<file path="src/rtl/cpu_pkg.sv">
// Shared pipeline constants: IF->ID bus layout and architectural fetch values.
package cpu_pkg;

    localparam int unsigned FS_TO_DS_BUS_WD = 65;

    localparam int unsigned ADEF_BIT = 64;
    localparam int unsigned PC_MSB   = 63;
    localparam int unsigned PC_LSB   = 32;
    localparam int unsigned INST_MSB = 31;
    localparam int unsigned INST_LSB = 0;

    localparam logic [31:0] NOP_INST = 32'h03400000;
    localparam logic [31:0] RESET_PC = 32'h1c000000;

    typedef logic [FS_TO_DS_BUS_WD-1:0] fs_bus_t;

endpackage

</file>
<file path="src/rtl/fetch_queue.sv">
// In-order synchronous FIFO holding fetched IF->ID bus entries.
module fetch_queue
    import cpu_pkg::*;
#(
    parameter int unsigned DEPTH = 2,
    parameter int unsigned WIDTH = FS_TO_DS_BUS_WD,
    localparam int unsigned PTR_W = $clog2(DEPTH),
    localparam int unsigned CNT_W = $clog2(DEPTH + 1)
) (
    input  logic             clk,
    input  logic             reset,
    input  logic             push,
    input  logic             pop,
    input  logic             clear,
    input  logic [WIDTH-1:0] din,
    output logic [WIDTH-1:0] dout,
    output logic [CNT_W-1:0] count
);

    logic [PTR_W-1:0] rd_ptr_q, rd_ptr_d;
    logic [PTR_W-1:0] wr_ptr_q, wr_ptr_d;
    logic [CNT_W-1:0] count_q, count_d;
    logic [WIDTH-1:0] mem_q [DEPTH];
    logic [WIDTH-1:0] mem_d [DEPTH];

    always_comb begin
        rd_ptr_d = rd_ptr_q;
        wr_ptr_d = wr_ptr_q;
        count_d  = count_q;
        mem_d    = mem_q;
        if (clear) begin
            rd_ptr_d = '0;
            wr_ptr_d = '0;
            count_d  = '0;
        end else begin
            if (push) begin
                mem_d[wr_ptr_q] = din;
                wr_ptr_d        = wr_ptr_q + 1'b1;
            end
            if (pop) begin
                rd_ptr_d = rd_ptr_q + 1'b1;
            end
            count_d = count_q + CNT_W'(push) - CNT_W'(pop);
        end
    end

    always_ff @(posedge clk) begin
        if (reset) begin
            rd_ptr_q <= '0;
            wr_ptr_q <= '0;
            count_q  <= '0;
        end else begin
            rd_ptr_q <= rd_ptr_d;
            wr_ptr_q <= wr_ptr_d;
            count_q  <= count_d;
        end
    end

    // Storage needs no reset: dout is forced to zero while the queue is empty.
    always_ff @(posedge clk) begin
        mem_q <= mem_d;
    end

    assign dout  = (count_q != '0) ? mem_q[rd_ptr_q] : '0;
    assign count = count_q;

endmodule

</file>
<file path="src/rtl/if_stage.sv">
// Instruction-fetch stage: queues pre-IF PC/inst pairs, tags ADEF, handles kill and stall.
module if_stage
    import cpu_pkg::*;
#(
    parameter int unsigned QDEPTH = 2
) (
    input  logic                       clk,
    input  logic                       reset,
    input  logic                       pfs_to_fs_valid,
    input  logic [31:0]                pfs_pc,
    input  logic [31:0]                inst_sram_rdata,
    input  logic                       br_taken_cancel,
    input  logic                       flush,
    input  logic                       ds_allowin,
    output logic                       fs_stall,
    output logic                       fs_to_ds_valid,
    output logic [FS_TO_DS_BUS_WD-1:0] fs_to_ds_bus
);

    localparam int unsigned CNT_W = $clog2(QDEPTH + 1);

    logic             kill;
    logic             push;
    logic             pop;
    logic             pc_adef;
    logic             exc_lock_q, exc_lock_d;
    logic [CNT_W-1:0] count;
    fs_bus_t          push_bus;
    fs_bus_t          head_bus;

    always_comb begin
        kill           = flush | br_taken_cancel;
        fs_stall       = (count == CNT_W'(QDEPTH)) | exc_lock_q;
        push           = pfs_to_fs_valid & ~fs_stall & ~kill;
        fs_to_ds_valid = (count != '0) & ~kill;
        pop            = fs_to_ds_valid & ds_allowin;

        pc_adef                      = (pfs_pc[1:0] != 2'b00);
        push_bus                     = '0;
        push_bus[ADEF_BIT]           = pc_adef;
        push_bus[PC_MSB:PC_LSB]      = pfs_pc;
        push_bus[INST_MSB:INST_LSB]  = pc_adef ? NOP_INST : inst_sram_rdata;

        // A faulting fetch freezes pre-IF until the exception flush arrives.
        exc_lock_d = exc_lock_q;
        if (flush) begin
            exc_lock_d = 1'b0;
        end else if (push & pc_adef) begin
            exc_lock_d = 1'b1;
        end
    end

    always_ff @(posedge clk) begin
        if (reset) begin
            exc_lock_q <= 1'b0;
        end else begin
            exc_lock_q <= exc_lock_d;
        end
    end

    fetch_queue #(
        .DEPTH (QDEPTH),
        .WIDTH (FS_TO_DS_BUS_WD)
    ) u_fetch_queue (
        .clk   (clk),
        .reset (reset),
        .push  (push),
        .pop   (pop),
        .clear (kill),
        .din   (push_bus),
        .dout  (head_bus),
        .count (count)
    );

    assign fs_to_ds_bus = head_bus;

endmodule

</file>
<file path="config.mk">
export PLATFORM = sky130hd
export DESIGN_NAME = if_stage
export DESIGN_NICKNAME = d
export VERILOG_FILES = /design/src/rtl/cpu_pkg.sv /design/src/rtl/fetch_queue.sv /design/src/rtl/if_stage.sv
export SDC_FILE = /design/constraint.sdc
export NUM_CORES = 1
export LEC_CHECK = 0
export ABC_CLOCK_PERIOD_IN_PS = 10850
export BUFFER_PORTS_ARGS = -buffer_cell sky130_fd_sc_hd__buf_2
export CORE_MARGIN = 1.5
export CORE_UTILIZATION = 24
export CTS_CLUSTER_DIAMETER = 150
export CTS_CLUSTER_SIZE = 28
export DETAILED_ROUTE_END_ITERATION = 6
export GPL_ROUTABILITY_DRIVEN = 0
export PLACE_DENSITY = 0.51
export SETUP_SLACK_MARGIN = 0.05
export SLEW_MARGIN = 20
export SYNTH_ARGS = -nofsm -noshare
export SYNTH_HDL_FRONTEND = slang
export SYNTH_SLANG_ARGS = --single-unit
</file>
<file path="constraint.sdc">
create_clock -name clk -period 10.85 [get_ports clk]
set_input_delay 0.5425 -clock clk [delete_from_list [all_inputs] [get_ports clk]]
set_output_delay 0.5425 -clock clk [all_outputs]
set_load 0.05 [all_outputs]
</file>
Word level (Yosys, flattened, before mapping)
Cells that the tools add are included.
{"block": "word_totals", "reg_bits": 135, "out_inout_bits": 67, "word_cells": 39}
{"block": "classes", "add_sub_neg": 4, "n_lt_le_gt_ge": 3, "eq_ne": 1, "muxes": 8, "bitwise": 11, "reduce_logical": 6}
{"op": "65-bit two-way mux", "count": 5}
{"op": "130-bit bitwise mux", "count": 1}
{"op": "65-bit demux with 1-bit select", "count": 1}
{"op": "32-bit two-way mux", "count": 1}
{"op": "1-bit bitwise AND", "count": 5}
{"op": "2-bit greater-or-equal comparator, second input constant", "count": 2}
{"op": "1-bit inverter with 2-bit output", "count": 2}
{"op": "2-bit nonzero test", "count": 2}
{"op": "2-bit OR reduction", "count": 2}
{"op": "1-bit adder, second input constant", "count": 2}
{"op": "2-bit by 1-bit adder with 2-bit output", "count": 1}
{"op": "2-bit == test, second input constant", "count": 1}
{"op": "2-bit by 1-bit < comparator with 1-bit output, second input constant", "count": 1}
{"op": "1-bit inverter", "count": 2}
{"op": "1-bit bitwise OR", "count": 2}
{"op": "2-bit AND reduction", "count": 1}
{"op": "2-bit by 1-bit subtractor with 2-bit output", "count": 1}
{"op": "1-bit logical AND", "count": 1}

Logic depth before layout (Yosys ltp)
Gate-level depths: netlist of the first run.
{"block": "depth", "ltp_word": 7, "mapped_depth": 7, "mapped_depth_nobuf": 7}

Hierarchy
Synthesis of the first run repeated with hierarchy kept, for this count alone.
{"block": "unflattened", "hier_cells": 342, "hier_area_um2": 5495.3}
{"module": "fetch_queue", "n_inst": 1, "cells_per_inst": 293, "area_per_inst_um2": 5153.7, "seq_area_each_um2": 3983.8}
{"module": "if_stage", "n_inst": 1, "cells_per_inst": 49, "area_per_inst_um2": 341.6, "seq_area_each_um2": 20.0}

Worst setup path after synthesis of the first run
No wires, ideal clock.
{"block": "synth_timing", "path_kind": "input port to flip-flop", "from": "input br_taken_cancel", "to": "register u_fetch_queue.mem_q[0] (netlist name), enable pin", "setup_ps": 489, "arrival_time_ps": 3605, "required_ps": 10361, "path_slack_ps": 6757, "stages": 3, "path_buffers": 0, "path_cell_list": "nor3_1 -> nand3_1 -> nor2_1"}
{"block": "synth_between", "elab_chain_cells": 4}
{"item": "start, declared", "line_no": "if_stage.sv:12", "text": "input logic br_taken_cancel,"}
{"item": "1-bit bitwise OR *", "line_no": "if_stage.sv:32", "text": "kill = flush | br_taken_cancel;"}
{"item": "1-bit inverter (no line) *"}
{"item": "1-bit bitwise AND", "line_no": "if_stage.sv:34", "text": "push = pfs_to_fs_valid & ~fs_stall & ~kill;"}
{"item": "2-bit AND reduction (no line) *"}
{"item": "end signal, assigned", "line_no": "fetch_queue.sv:61", "text": "mem_q <= mem_d;"}
{"item": "end, declared", "line_no": "fetch_queue.sv:23", "text": "logic [WIDTH-1:0] mem_q [DEPTH];"}
Every way passes the cells marked *; elsewhere a longest branch is shown, timed or not.
A chain may end at the register's enable or synchronous reset.

Worst setup path after layout of the first run
{"block": "layout_timing", "from": "register u_fetch_queue.count_q[1] (netlist: u_fetch_queue.count[1])", "to": "register u_fetch_queue.count_q[1] (netlist: u_fetch_queue.count[1])"}
{"block": "layout_between", "word_cells_on_any_way": 10}
{"item": "start, declared", "line_no": "fetch_queue.sv:22", "text": "logic [CNT_W-1:0] count_q, count_d;"}
{"item": "start signal, assigned", "line_no": "fetch_queue.sv:55", "text": "count_q <= count_d;"}
{"item": "2-bit nonzero test", "line_no": "if_stage.sv:35", "text": "fs_to_ds_valid = (count != '0) & ~kill;"}
{"item": "1-bit bitwise AND", "line_no": "if_stage.sv:35"}
{"item": "1-bit bitwise AND", "line_no": "if_stage.sv:36", "text": "pop = fs_to_ds_valid & ds_allowin;"}
{"item": "named net pop", "line_no": "if_stage.sv:24", "text": "logic pop;"}
{"item": "2-bit by 1-bit subtractor with 2-bit output", "line_no": "fetch_queue.sv:43", "text": "count_d = count_q + CNT_W'(push) - CNT_W'(pop);"}
The timed path passes the listed nets, and every way through them passes these cells.

==> results of run 1 <==
[power by group]
part / switching, uW / internal [uW] / total, uW
clock: 209 / 334 / 542
sequential: 2.13 / 581 / 583
combinational: 27.9 / 17.0 / 44.9
[worst reg2reg max path: cells and delay by family (launching register included)]
family	cells	cell delay [ns]
flip-flops	1	0.37
AND/OR/NAND/NOR	5	1.09
adder cells (fa/ha/maj)	1	0.31
buffers and inverters	1	0.61
AO/OA/AOI/OAI	1	0.19
[sequential cells by signal, indices dropped and copies added, names as in the netlist]
name                    count
u_fetch_queue.mem_q       130
u_fetch_queue.count         2
u_fetch_queue.wr_ptr_q      1
u_fetch_queue.rd_ptr_q      1
exc_lock_q                  1
[path summary, 6_finish.rpt]
path	end	slack (ns)	start	cells after the start
hold reg to reg	u_fetch_queue.wr_ptr_q	0.52	u_fetch_queue.wr_ptr_q	2
setup reg to reg	u_fetch_queue.count[1]	8.21	u_fetch_queue.count[1]	8
setup / recovery	u_fetch_queue.count[1]	8.21	u_fetch_queue.count[1]	8
hold / removal	u_fetch_queue.mem_q[100]	0.33	pfs_pc[3]	1
[metrics by stage]
| stage | area, sq um | total power (uW) | instances | util |
|---|---|---|---|---|
| 2_1_floorplan | 5390 | 616 | 349 | - |
| 3_5_place_dp | 6420 | 640 | 752 | 0.293 |
| 5_1_grt | 6990 | 1220 | 784 | 0.319 |
| 4_1_cts | 6990 | 1190 | 784 | 0.319 |
| 3_3_place_gp | 6390 | 638 | 751 | 0.292 |
| 6_report | 6990 | 1170 | 784 | 0.319 |
[per-layer routing]
layer / share of wire / vias to the layer above
met3: 0.053 / 8
li1: - / 1554
met1: 0.44 / 1544
met2: 0.49 / 88
met5: 0 / -
met4: 0.015 / 0
[cells in the mapped netlist, drive strengths merged]
master / number / area (sq um)
xor2: 1 / 8.76
buf: 13 / 63.8
nor3b: 1 / 7.51
o21ai: 1 / 5.00
ha: 1 / 12.5
xnor2: 1 / 8.76
nor2: 70 / 263
o31ai: 2 / 20.0
nand2b: 2 / 12.5
a21oi: 1 / 5.00
nor3: 4 / 20.0
edfxtp: 130 / 3900
nand2: 2 / 7.51
or4: 1 / 11.3
nor4: 1 / 6.26
or3: 4 / 26.3
mux2i: 66 / 661
clkbuf: 5 / 18.8
nor2b: 1 / 6.26
dfxtp: 5 / 100
inv: 5 / 18.8
nand3: 1 / 5.00
a41oi: 1 / 8.76
and2: 30 / 188
[logic make-up after synthesis]
logic type      share of synthesized area
compound gates                    0.00720
buf+inv                            0.0188
flops                               0.743
xor+xnor                          0.00325
simple gates                        0.103
fa+ha+maj                         0.00232
mux                                 0.123
[final cells by class]
| class | instances | share of cell area |
|---|---|---|
| Clock inverter | 15 | 0.0197 |
| Clock buffer | 17 | 0.0609 |
| Sequential cell | 135 | 0.574 |
| Multi-Input combinational cell | 191 | 0.187 |
| Inverter | 5 | 0.00269 |
| Timing Repair Buffer | 141 | 0.106 |
| Tap cell | 280 | 0.0502 |
==> flow_summary.ini, run 1 <==
[synth]
synth-seq-cells = 135
synth_cell_types = 28
syn_inst = 349
ys_seq_area_frac = 0.743
synth_fp_nets = 420
ys_warn_count = 0
syn_area_sq_um = 5390
syn_area_per_cell_sq_um = 15.4

[cts]
clkSlewWorstSetupHoldPaths_ns = 0.06
cts_buffers = 17
cts_resized = 0
cts-root-buf = clkbuf_16
cts.hold.buffers_added = 0
cts_tree = yes
cts.sinks = 135
clk_latency_ns = 0.41
clockBufferDepth = 2
post_cts_buffers = 0
htree_num_levels = 4

[route]
wl_per_cell_um = 14.6
final_antenna_net_count = 0
drt_wl_total_um = 11400
dr.pass1.iters = 4
first_iter_violations = 91
vias_per_cell = 4.07
drc = 0
via_count = 3194

[sta]
fin_skew_ns = 0.00662
tightest_slew_ns = 0.885
fin_ws_ns = 8.21
slew_headroom = 0.410
finalHoldViolations = 0
drv_slew = 0
fin_setup_tns_ns = 0
rsz0062_at_grt = no
max_clock_freq_ghz = 0.379
hold_ws_ns = 0.326
setup_violations = 0
period_needed_ns = 2.64
fin_crit_sh = 0.243

[floorplanning]
rows = 54
core_area_sq_um = 21900
die_y_um = 153
initial_core_util = 0.246
die-area_sq_um = 23400
die_w_um = 153
pin_count = 137

[min_path]
hp-class = in -> reg

[global_route]
use_met3 = 0.0397
met1_usage = 0.113
antenna_found_initial = 0
grt_pass1_vias = 3340
grt_usage = 0.100
top_usage_layer = met2
grt_start_max_net_pins = 67
gr-total-overflow = 0
grt_pass1_wl_um = 17700
gr-usage-met2 = 0.173

[worst_setup_path]
worst_setup_path_end_kind = register
critPathBufInv = 1
cp_data_required_time_ns = 11.17
crit_type = reg -> reg
critical_path.max_stage_delay_ns = 0.61
path_max_fanout = 66
crit_arrival_ns = 2.96
cpMaxStageDelayCell = buf_4
cp-start-kind = register
cp_top_family = simple AND/OR/NAND/NOR gates
worstPathCellList = nor2_4, buf_4, nor3_1, and2_1, ha_1, or4_4, o31ai_2, nor3b_1

[placement]
pre_cts_ws_ns = 8.08
port_buffers = 136
dp.final_hpwl_um = 7140

[cells_and_area]
final-seq-area_sq_um = 4010
final_net_count = 562
diodes = 0
multi_input_area_sq_um = 1310
drive_gt1_frac = 0.349
num-fill-cells = 2252
layout_common_cells = 136 x buf_2, 130 x edfxtp_1, 66 x mux2i_1, 66 x nor2_1, 30 x and2_1
area_growth_pct = 29.7
final_common_cell = buf_2

[power_and_ir_drop]
p_leak_uw = 0.00257
vdd_drop_max_v = 0.0000992
power_density_nw_per_um2 = 167

[status]
outcome = finished clean

[flow_run]
drv_cap = 0
(Power assumes the default switching activity.)
==> run 2, diff against run 1 <==
ABC_AREA = 1   (was not set)
ABC_CLOCK_PERIOD_IN_PS = 2700   (was 10850)
clock period = 2.7 ns   (was 10.85 ns; I/O delays follow)
==> run 2 against run 1 <==
Effect of this change: core utilization increased by 0.83 points; count of clock-buffer cells in the layout increased by 2; flip-flop and latch count unchanged; cell count increased by 19%; area after synthesis increased by 2.6%; sequential power increased to 4.0 times the previous value; wire length increased by 11%; hold slack got worse by 0.26 ns; critical path type is now reg -> out; largest power group unchanged; highest routed layer unchanged.
==> flow_summary.ini, run 2 <==
[status]
outcome = finished clean

[sta]
max_clock_freq_ghz = 0.458
fin_setup_tns_ns = 0
fin_crit_sh = 0.808
period_needed_ns = 2.18
drv_slew = 0
slew_headroom = 0.391
fin_skew_ns = 0.00606
setup_violations = 0
hold_ws_ns = 0.0612
rsz0062_at_grt = no
finalHoldViolations = 0
tightest_slew_ns = 0.913

[floorplanning]
core_area_sq_um = 22600
pin_count = 137
die_w_um = 155
initial_core_util = 0.244
die_y_um = 155
rows = 55
die-area_sq_um = 23900

[global_route]
grt_pass1_vias = 3883
grt_pass1_wl_um = 20200
antenna_found_initial = 0
grt_start_max_net_pins = 67
gr-total-overflow = 0
grt_usage = 0.111

[cells_and_area]
layout_common_cells = 142 x nand2_1, 136 x buf_2, 130 x edfxtp_1, 49 x a21oi_1, 42 x inv_1
finalNonFillerCells = 935
utilization = 0.327
num-fill-cells = 2275
area_growth_pct = 34.2
drive_gt1_frac = 0.309
final_net_count = 708
final_common_cell = nand2_1
diodes = 0
largest_register_ffs = 130
top_register = u_fetch_queue.mem_q

[worst_setup_path]
crit_arrival_ns = 2.05
cp-start-kind = register
r2r_end = u_fetch_queue.mem_q[53]
worst_setup_path_end_kind = primary output
crit_start = u_fetch_queue.rd_ptr_q
crit_type = reg -> out
crit_path_end = fs_to_ds_bus[20]
worst_r2r_path_depth = 7
r2r_start = u_fetch_queue.count[0]
r2r_setup_slack_ns = 1.05
cp_data_required_time_ns = 2.57
path_max_fanout = 66

[power_and_ir_drop]
p_leak_uw = 0.00305
power_density_nw_per_um2 = 632
power_uw = 4690
vdd_drop_max_v = 0.000364

[route]
dr.pass1.iters = 4
first_iter_violations = 181
wl_per_cell_um = 13.5
via_count = 3785
vias_per_cell = 4.05
drt_wl_total_um = 12700
final_antenna_net_count = 0
drc = 0

[cts]
cts.hold.buffers_added = 37
post_cts_buffers = 0
clkSlewWorstSetupHoldPaths_ns = 0.06
cts_buffers = 17
clockBufferDepth = 2
cts_resized = 0
cts-root-buf = clkbuf_16
cts.sinks = 135
htree_num_levels = 4
clk_latency_ns = 0.40
cts_tree = yes

[synth]
synthArstFlopShare = 0
synth_cell_types = 24
yosys_most_used_dff = edfxtp_1
ys_seq_area_frac = 0.725
ys_warn_count = 0
yosys-top-cells-area = edfxtp_1 71%, nand2_1 9.6%, a21oi_1 4.4%
synth_fp_nets = 532
synth_most_common_cell = nand2_1
syn_area_sq_um = 5530
synth_top_area_share = 0.707
synth_area_leader_cell = edfxtp_1
synth-seq-cells = 135
synthTopCellsByCount = 142 x nand2_1, 130 x edfxtp_1, 49 x a21oi_1
syn_inst = 461
synth_enable_flop_cells = 130
syn_area_per_cell_sq_um = 12.0

[min_path]
hp-class = in -> reg
hold_start = inst_sram_rdata[9]

[placement]
dp.final_hpwl_um = 7270
port_buffers = 136
dp.cells = 866

[flow_run]
drv_cap = 0
run 2: routing by layer:
metal / vias up / GRT usage / wire length [um]
met4: 0 / 0.0408 / 150
met5: - / 0 / 0
li1: 1896 / - / -
met1: 1786 / 0.131 / 5810
met2: 94 / 0.191 / 6100
met3: 9 / 0.0328 / 602
run 2: cell type report:
type	instances	area, sq um	share of cell area
Tap cell	285	357	0.0481
Multi-Input combinational cell	257	1170	0.158
Clock inverter	13	108	0.0145
Sequential cell	135	4010	0.540
Timing Repair Buffer	181	1160	0.157
Inverter	45	175	0.0236
Clock buffer	19	433	0.0584
run 2: worst min-delay path by stage:
| stage | cells after the start | end | slack (ns) |
|---|---|---|---|
| CTS | 3 | u_fetch_queue.mem_q[74] | 0.03 |
| global route | 3 | u_fetch_queue.mem_q[5] | 0.05 |
| detailed placement | 1 | u_fetch_queue.mem_q[118] | 0.33 |
| global placement | 1 | u_fetch_queue.mem_q[53] | 0.32 |
| finish | 3 | u_fetch_queue.mem_q[74] | 0.06 |
| floorplan | 0 | u_fetch_queue.mem_q[100] | 0.23 |
run 2: cells by family after synthesis:
family                     Yosys count  synth area share
adders and majority gates            1           0.00226
buffers and inverters               69            0.0641
AOI/OAI and AO/OA                   69            0.0761
xor gates and xnor gates             1           0.00159
and+or+nand+nor                    186             0.131
DFF                                135             0.725
run 2: where the power goes:
part | switching (uW) | total (uW) | leakage (uW) | internal, uW
combinational | 126 | 227 | 0.00160 | 101
clock | 864 | 2120 | 0.000253 | 1260
sequential | 7.52 | 2340 | 0.00120 | 2330
run 2: critical path, cell delays in order, from the launching register on:
cell and delay, ns:
dfxtp_2 0.33, buf_4 0.61, nand2_1 0.14, a21oi_2 0.23
buf_2 0.30
run 2: metrics by stage:
step,setup WS [ns],area [sq um]
finish,0.519,7410
global route,0.360,7410
CTS,0.465,7410
detailed placement,0.920,6500
global placement,0.936,6500
floorplan,0.251,5540
==> run 3, diff against run 2 <==
ABC_CLOCK_PERIOD_IN_PS = 1900   (was 2700)
PLACE_DENSITY = 0.53   (was 0.51)
clock period = 1.9 ns   (was 2.7 ns; I/O delays follow)
==> run 3 against run 2 <==
Effect of this change: first-iteration DRC count shrank 3.9%; wire length grew 5.9%; largest cell class unchanged; non-clock buffer count up 12; sequential power is 42% higher; cell count up 1.3%; highest routed layer unchanged; flip-flop and latch count unchanged; sequential share of layout area fell by 2.2 points; critical path depth grew 1; core utilization rose by 1.4 points; register-to-register slack worse by 0.74 ns; power rose by 52%.
==> flow_summary.ini, run 3 (same netlist as run 2, synthesis figures left out) <==
[floorplanning]
initial_core_util = 0.244
die_w_um = 155
rows = 55
core_area_sq_um = 22600
die-area_sq_um = 23900
die_y_um = 155
pin_count = 137

[route]
top_layer_used = met4
final_antenna_net_count = 0
wl_met2_um = 6480
first_iter_violations = 174
dr.pass1.iters = 4
via_count = 3825
drc = 0
vias_per_cell = 4.04
drt_wl_total_um = 13400
met1Wirelength_um = 6250
route.met3.wl_um = 517
wl_per_cell_um = 14.2

[cts]
clk_latency_ns = 0.42
clkSlewWorstSetupHoldPaths_ns = 0.06
post_cts_buffers = 0
clockBufferDepth = 2
cts-root-buf = clkbuf_16
htree_num_levels = 4
cts_tree = yes
cts_buffers = 17
cts.sinks = 135

[placement]
placed_area_sq_um = 6630
port_buffers = 136
dp.final_hpwl_um = 7890
pre_cts_ws_ns = 0.302

[power_and_ir_drop]
p_clk_frac = 0.484
vdd_drop_max_v = 0.000550
p_int_uw = 5660
combPwrFrac = 0.048
p_leak_uw = 0.00318
pwr-share-seq = 0.467
power_density_nw_per_um2 = 920
switching_share = 0.204
p_switching_uw = 1450

[global_route]
grt_start_max_net_pins = 67
gr-total-overflow = 0
grt_usage = 0.115
antenna_found_initial = 0
grt_pass1_wl_um = 20500
grt_pass1_vias = 3839

[sta]
hold_ws_ns = 0.0198
rsz0062_at_grt = yes
drv_slew = 0
tightest_slew_ns = 0.522
fin_crit_sh = 0.935
setup_violations = 0
finalHoldViolations = 0
max_clock_freq_ghz = 0.563
fin_ws_ns = 0.124
period_needed_ns = 1.78
fin_skew_ns = 0.00978
slew_headroom = 0.652

[worst_setup_path]
cp-start-kind = register
worst_setup_path_end_kind = primary output
crit_start = u_fetch_queue.count[1]
r2r_setup_slack_ns = 0.31
crit_arrival_ns = 1.68
r2r_end = u_fetch_queue.mem_q[99]
path_max_fanout = 43
worst_r2r_path_depth = 7
crit_type = reg -> out
crit_path_end = fs_to_ds_bus[50]
r2r_start = u_fetch_queue.count[0]
cp_data_required_time_ns = 1.80

[min_path]
hp-class = in -> reg
holdPathStages = 3

[cells_and_area]
layout_common_cells = 140 x nand2_1, 130 x edfxtp_1, 125 x buf_2, 49 x a21oi_1, 42 x dlygate4sd3_1
multi_input_area_sq_um = 1200
drive_gt1_frac = 0.329
diodes = 0
top_register = u_fetch_queue.mem_q
num-fill-cells = 2238
largest_register_ffs = 130
finalInstanceArea_sq_um = 7730
utilization = 0.342
final_net_count = 720
final-seq-area_sq_um = 4010
area_growth_pct = 40.0
final_common_cell = nand2_1

[status]
outcome = finished clean

[flow_run]
drv_cap = 0
run 3: final cells by class:
type,instances,share of cell area
well taps,285,0.0461
multi-input cells,257,0.155
repair buffers,193,0.178
inverters,45,0.0233
clock buffers,19,0.0560
clock inverters,13,0.0233
flip-flops and latches,135,0.518
run 3: through the flow:
step | instances | power (uW) | TNS [ns]
4_1_cts | 946 | 7230 | 0
3_5_place_dp | 872 | 3670 | 0
6_report | 947 | 7110 | 0
5_1_grt | 947 | 7400 | 0
3_3_place_gp | 872 | 3660 | 0
2_1_floorplan | 461 | 3530 | -24.69
run 3: timing repair:
| item | CTS | global route |
|---|---|---|
| hold buffers | 42 | 0 |
| gates resized for setup | 3 | 15 |
| cloned | 0 | 1 |
| setup endpoints to repair | 23 | 60 |
| pin swaps | 0 | 0 |
| endpoints found under the hold margin | 79 | 0 |
run 3: worst min path at each step:
stage / start / endpoint
after detailed placement: pfs_pc[12] / u_fetch_queue.mem_q[44]
after global placement: pfs_pc[30] / u_fetch_queue.mem_q[62]
after CTS: inst_sram_rdata[21] / u_fetch_queue.mem_q[86]
final: inst_sram_rdata[9] / u_fetch_queue.mem_q[74]
after global routing: inst_sram_rdata[21] / u_fetch_queue.mem_q[86]
after floorplan: pfs_pc[3] / u_fetch_queue.mem_q[100]
run 3: worst max-delay path, cell delays in order (launching register included):
cell	delay, ns
dfxtp_2	0.34
or2_4	0.26
inv_4	0.08
buf_16	0.22
a21oi_1	0.09
clkbuf_4	0.22
run 3: power by group through the flow:
stage	logic [uW]	registers (uW)	clock network, uW
final	344	3320	3440
after floorplan	140	3390	0
after global routing	380	3330	3700
after CTS	349	3320	3560
after detailed placement	281	3390	0
after global placement	276	3390	0
run 3: metal layers:
metal  up-vias  global-route usage
met4         0              0.0458
met1      1799               0.143
met2        99               0.192
met5         -                   0
li1       1916                   -
met3        11              0.0291
